===== config.mk =====
export PLATFORM = sky130hd
export DESIGN_NAME = vector_recorder
export DESIGN_NICKNAME = d
export VERILOG_FILES = /design/src/rtl/vector_recorder.sv
export SDC_FILE = /design/constraint.sdc
export NUM_CORES = 1
export LEC_CHECK = 0
export BUFFER_PORTS_ARGS = -buffer_cell sky130_fd_sc_hd__buf_4
export CORE_UTILIZATION = 54
export CTS_CLUSTER_SIZE = 10
export DETAILED_ROUTE_END_ITERATION = 12
export GPL_TIMING_DRIVEN = 0
export PLACE_DENSITY = 0.77
export RECOVER_POWER = 50
export REMOVE_ABC_BUFFERS = 1
export SLEW_MARGIN = 20
export SYNTH_ARGS = -nofsm -noshare
export SYNTH_HDL_FRONTEND = slang
export SYNTH_SLANG_ARGS = --single-unit

===== constraint.sdc =====
create_clock -name clk -period 2.1 [get_ports clk]
set_input_delay 0.63 -clock clk [delete_from_list [all_inputs] [get_ports clk]]
set_output_delay 0.63 -clock clk [all_outputs]
set_load 0.05 [all_outputs]

===== src/rtl/vector_recorder.sv =====
// Capture buffer: records WIDTH-bit test vectors into a small memory during CAPTURE,
// then returns them one per rd_req during DUMP.
module vector_recorder #(
    parameter  int WIDTH  = 4,
    parameter  int DEPTH  = 16,
    localparam int ADDR_W = $clog2(DEPTH)
) (
    input  logic              clk,
    input  logic              reset,
    input  logic              start,
    input  logic              stop,
    input  logic              sample_valid,
    input  logic [WIDTH-1:0]  sample,
    input  logic              rd_req,
    output logic [WIDTH-1:0]  rd_data,
    output logic              rd_valid,
    output logic [ADDR_W:0]   count,
    output logic              full,
    output logic              busy,
    output logic              done
);

    typedef enum logic [1:0] {
        IDLE    = 2'd0,
        CAPTURE = 2'd1,
        DUMP    = 2'd2
    } state_t;

    localparam logic [ADDR_W:0] DEPTH_CNT = (ADDR_W + 1)'(DEPTH);
    localparam logic [ADDR_W:0] ONE       = (ADDR_W + 1)'(1);

    state_t             state;
    state_t             state_next;
    logic [WIDTH-1:0]   mem [DEPTH];
    logic [ADDR_W:0]    rd_ptr;
    logic               wr_en;
    logic               rd_en;
    logic               rd_end;

    assign full = (count == DEPTH_CNT);
    assign busy = (state != IDLE);

    always_ff @(posedge clk) begin
        if (reset) begin
            state <= IDLE;
        end else begin
            state <= state_next;
        end
    end

    // start overrides everything; a full buffer serves reads during its last CAPTURE cycle
    always_comb begin
        // NOTE: every output of this block gets a default first so no path leaves it unassigned (no latches).
        state_next = state;
        wr_en      = 1'b0;
        rd_en      = 1'b0;
        rd_end     = 1'b0;
        if (start) begin
            state_next = CAPTURE;
        end else begin
            case (state)
                IDLE: state_next = IDLE;
                CAPTURE: begin
                    wr_en = sample_valid && !full;
                    rd_en = full && rd_req;
                    if (stop || full) begin
                        state_next = DUMP;
                    end
                end
                DUMP: begin
                    if (rd_req) begin
                        if (rd_ptr < count) begin
                            rd_en = 1'b1;
                        end else begin
                            rd_end     = 1'b1;
                            state_next = IDLE;
                        end
                    end
                end
                default: state_next = IDLE;
            endcase
        end
    end

    // NOTE: sequential state uses non-blocking assignments so every register samples pre-edge values.
    always_ff @(posedge clk) begin
        if (reset) begin
            count    <= '0;
            rd_ptr   <= '0;
            rd_data  <= '0;
            rd_valid <= 1'b0;
            done     <= 1'b0;
        end else begin
            rd_valid <= rd_en;
            done     <= rd_end;
            if (start) begin
                count  <= '0;
                rd_ptr <= '0;
            end else begin
                if (wr_en) begin
                    count <= count + ONE;
                end
                if (rd_en) begin
                    rd_data <= mem[rd_ptr[ADDR_W-1:0]];
                    rd_ptr  <= rd_ptr + ONE;
                end
            end
        end
    end

    // NOTE: the storage array has no reset; only pointers and flags are cleared, and a reset edge never writes.
    always_ff @(posedge clk) begin
        if (wr_en && !reset) begin
            mem[count[ADDR_W-1:0]] <= sample;
        end
    end

endmodule


Word-level counts from Yosys, hierarchy flattened. Memory sizes are Yosys's and may differ from the RTL's. A register that Yosys moved wholly into a read port is not among the register bits. Index checks and enable logic that the tools add are counted.

Eq/ne operators: 9. Order comparisons: 1. Add/sub/neg operators: 2. Reduce and logical (&&, ||, !) cells: 12. Bitwise operators: 3. Mux-type cells: 14.

Operator list (number): 5-bit by 1-bit adder with 5-bit output (second input constant) (2); 1-bit two-way mux (9); 3-bit inequality test (second input constant) (3); 2-bit two-way mux (3); 2-bit inequality test (second input constant) (3); 3-bit AND reduction (2); 5-bit == test (second input constant) (1); 5-bit < comparator (1); 2-bit case mux with 2 select lines (1); 4-bit OR reduction (1); 1-bit logical AND (3); 1-bit NOT (3); 2-bit by 1-bit == test with 1-bit output (second input constant) (1); 2-bit == test (second input constant) (1); 1-bit logical NOT (2); 1-bit case mux with 2 select lines (1); 2-bit AND reduction (1); 2-bit nonzero test (1); 2-bit OR reduction (1); 1-bit logical OR (1).

Bits in registers: 14. Input bits: 10. Word-level logic and storage cells: 48. Memories kept: 1. Memory bits (writable): 64. Output and inout bits: 13.

Memories: mem (words 16, bits a word 4, read ports 1, clocked after Yosys merged registers in 1, write ports 1, line 34) `logic [WIDTH-1:0] mem [DEPTH];`.

Depth between registers and ports, before layout.
Depth in word-level cells: 8. Depth in mapped cells: 8. Depth with buffers taken out: 7.

Worst setup path before layout. No wires, ideal clock.

Path kind: register to register. Start: register count[0]. End: memory mem[3][0] (enable). Cell stages (with the launch flop): 9. Path buffers: 1. Clock period less this slack: 2.753 ns. Library setup time: 0.361 ns. Data arrival time: 2.392 ns. Required time: 1.739 ns. Slack: -0.653 ns. Cells stage by stage: dfxtp_1 -> inv_1 -> ha_1 -> nor4bb_4 -> buf_6 -> nor4b_4 -> and2b_2 -> nand2_1 -> nor3_1.

Word-level cells in the longest chain between the ends: 8.

RTL lines: start: declaration (line 17) `output logic [ADDR_W:0] count,`; start signal: assignment (line 101) `count <= count + ONE;`; 5-bit == test (line 40) `assign full = (count == DEPTH_CNT);`; named net full (line 18) `output logic full,`; 1-bit logical NOT (line 64) `wr_en = sample_valid && !full;`; 1-bit logical AND (line 64); 1-bit two-way mux (line 61) `case (state)`; 1-bit two-way mux (line 58) `if (start) begin`; 1-bit logical AND (line 113) `if (wr_en && !reset) begin`; 1-bit two-way mux (line 113); 1-bit two-way mux (not written as such) (line 114) `mem[count[ADDR_W-1:0]] <= sample;`; end: declaration (line 34).

The timed path passes the listed nets, and every way through them passes these cells.

Worst setup path after layout.
Start: register count[0]. End: output port full.

Word-level cells in the longest chain between the ends: 1.

RTL lines (line): 5-bit == test (40); end: declaration (18).

Every way passes these cells.

==> reports/results.tsv <==
metric	value	unit
status	finished, violations left	
failing checks	DRC	
H-tree lvl count	3	
Max Root-Sink Buffers	2	
clock sink count	82	
Slew HR	0.532	
min-delay src	rd_data[3]$_SDFFE_PP0P_	
Hold Vio Cnt, Final	0	
Seq/Total Area, Yosys	0.632	
worst setup path class	reg2out	
R2R depth	7	
Root Driver	clkbuf_8	
Final Util	0.665	
Non-Filler Instances	355	
Worst setup SP type	register	
pre-CTS WS	-601	ps
routed vias	2118	
TritonCTS buffer count	9	
total power	2.84	mW
Mapped Cells	241	
post-route clock period utilization	0.996	
IO Pins	23	
setup violators final	0	
DP HPWL	4470	um
R2R Path End	mem[0][1]$_DFFE_PP_	
drt initial violations	132	
launching point of the worst reg2reg path	count[0]$_SDFFE_PP0N_	
crit path time final	2090	ps
Initial Utilization	0.563	
Placed Cells incl. Taps	329	
drt wl/cell	19.6	um
Worst Path Max Fanout	3	
CTS tree	yes	
Placed Instance Area	3800	um2
antenna cells	0	
clock latency at the later pin of the worst-skew pair	340	ps
Post-Syn Area	3610	um2
critical path arrival	1460	ps
hold_buf cts	0	
number of synthesized flops with an enable pin	64	
Rows	29	
final setup margin	8.17	ps
Async S/R FF share, synth	0	
VDD IR max	0.567	mV
grt total ovfl	0	
Avg Cell Area, Syn	15.0	um2
max-cap violations	0	
initial antenna violation count	0	
total track usage	0.212	
Layout fillers	447	
hold depth	2	
vias per cell	5.97	
Worst Hold Class	reg2reg	
Die W	83.8	um
post-layout instance area	4270	um2
Area Growth Syn to Fin	18.2	%
Synth Register Bits	82	
final number of max-transition violations	0	
Hold Slack	472	ps
synth warn	0	
Worst-path clk slew	90	ps
leak pwr	1.39	nW
pin count of the biggest net entering global routing	22	
post-synth cell types	40	
# port buffers	22	
Top FF cell, synth	edfxtp_1	
number of global-route vias before repair	2113	
# DRC	2	
Die Ht	83.8	um
setup TNS	0	ps
DRT Pass-1 Iters	8	
Routed WL	6970	um
layout cells sized above 1	0.385	
GP Congestion	0.775	
Clock Skew	8.11	ps
first-pass GRT wire length	11000	um
hold path endpoint	rd_data[3]$_SDFFE_PP0P_	
Core Region	6420	um2
final layout net count	295	
die area	7020	um2
Worst Tran Pin Value	702	ps
fmax	478	MHz
unrepaired setup endpoints after global routing	true	
worst path required time	1470	ps
remaining antenna violation count after routing	0	
power per cell area	665	nW/um2
Setup crit end kind	output pin	
Worst R2R Setup Slack	90	ps
state kept, by name (all words and copies together), names as in the netlist:
signal and cells:
mem 64, rd_ptr 5, count 5, state 2, rd_valid 1, rd_data 4, done 1
kinds of logic after synthesis:
logic type | Yosys count | synth area share
adders and majority gates | 12 | 0.0416
AOI/OAI and AO/OA | 32 | 0.0585
and+or+nand+nor | 63 | 0.0976
xor gates and xnor gates | 3 | 0.00727
DFF | 82 | 0.632
buffers and inverters | 22 | 0.0322
muxes | 27 | 0.131
cells in the final DEF (no fill, tap or decap), types with 2 or more instances in the layout:
cell type / Yosys / layout
nand2_2: 1 / 2
or3_1: 2 / 2
nand2_1: 12 / 8
mux4_2: 16 / 16
o21ai_0: 6 / 6
clkbuf_1: 4 / 5
inv_4: 0 / 2
a211oi_1: 2 / 2
buf_4: 0 / 26
o21ai_1: 2 / 2
a2111o_1: 2 / 2
nand4b_1: 3 / 3
nor3_1: 7 / 3
nor3_4: 0 / 4
nand3_1: 4 / 4
dfxtp_1: 18 / 10
nor2_4: 0 / 10
dfxtp_2: 0 / 2
mux2i_1: 8 / 8
inv_6: 0 / 2
a21oi_1: 9 / 9
a21o_1: 2 / 2
clkinvlp_4: 0 / 3
o31ai_1: 3 / 3
edfxtp_1: 64 / 64
clkbuf_8: 0 / 9
nor2_1: 25 / 13
mux2_2: 3 / 3
xnor2_1: 3 / 3
ha_4: 0 / 2
nor2_2: 0 / 2
inv_1: 11 / 8
nand2_4: 0 / 3
dfxtp_4: 0 / 6
ha_1: 12 / 10
cells in the mapped netlist, types with 2 or more instances:
| cell type | instances | share of area |
|---|---|---|
| nand2_1 | 12 | 0.012 |
| mux2i_1 | 8 | 0.022 |
| o21ai_0 | 6 | 0.0083 |
| ha_1 | 12 | 0.042 |
| o21ai_1 | 2 | 0.0028 |
| dfxtp_1 | 18 | 0.10 |
| clkbuf_1 | 4 | 0.0042 |
| a2111o_1 | 2 | 0.0062 |
| a211oi_1 | 2 | 0.0042 |
| nand3_1 | 4 | 0.0055 |
| edfxtp_1 | 64 | 0.53 |
| o31ai_1 | 3 | 0.0062 |
| or3_1 | 2 | 0.0035 |
| a21o_1 | 2 | 0.0042 |
| nor3_1 | 7 | 0.0097 |
| nand4b_1 | 3 | 0.0073 |
| buf_6 | 4 | 0.012 |
| xnor2_1 | 3 | 0.0073 |
| mux4_2 | 16 | 0.10 |
| buf_2 | 3 | 0.0042 |
| nor2_1 | 25 | 0.026 |
| inv_1 | 11 | 0.011 |
| mux2_2 | 3 | 0.0093 |
| a21oi_1 | 9 | 0.012 |
critical path, stage by stage (launching register included):
cell      delay [ps]
dfxtp_4          360
inv_4             60
ha_4             130
nor4bb_4         340
buf_6            220
layer usage:
metal / vias up / routed length (um) / track usage
met4: 0 / 133 / 0.0956
met3: 12 / 308 / 0.0376
met2: 53 / 3430 / 0.331
li1: 986 / - / -
met1: 1067 / 3100 / 0.293
met5: - / 0 / 0
worst max-delay path by stage:
| stage | startpoint | end | slack [ps] | cells past startpoint |
|---|---|---|---|---|
| floorplan | count[0]$_SDFFE_PP0N_ | mem[3][0]$_DFFE_PP_ | -630 | 7 |
| global placement | count[0]$_SDFFE_PP0N_ | mem[0][2]$_DFFE_PP_ | -510 | 7 |
| detailed placement | count[0]$_SDFFE_PP0N_ | mem[3][0]$_DFFE_PP_ | -600 | 7 |
| CTS | count[4]$_SDFFE_PP0N_ | full | 0.2 | 2 |
| global route | count[0]$_SDFFE_PP0N_ | full | -60 | 4 |
| finish | count[0]$_SDFFE_PP0N_ | full | 8 | 4 |
area by class of cell:
| class | count | area, um2 | share of cell area |
|---|---|---|---|
| clock inverter | 7 | 53.8 | 0.0126 |
| sequential | 82 | 2310 | 0.540 |
| tap | 77 | 96.3 | 0.0226 |
| multi-input combinational | 137 | 1420 | 0.332 |
| clock buffer | 9 | 124 | 0.0290 |
| timing repair buffer | 32 | 225 | 0.0527 |
| inverter | 11 | 46.3 | 0.0108 |
report_power, final:
group / total, mW / internal, mW / switching [mW]
combinational: 0.0825 / 0.0263 / 0.0562
sequential: 1.74 / 1.74 / 0.00217
clock: 1.02 / 0.437 / 0.581
total: 2.84 / 2.20 / 0.639
repair_timing:
action                                  4_1_cts  5_1_grt
cloned                                        0        0
resized for setup                            53       11
buffers inserted                              7        3
pin swaps                                     3        6
endpoints found under the setup margin       77       39
hold endpoints to repair                      0        0
No activity file was read; power rests on OpenSTA's default activity.
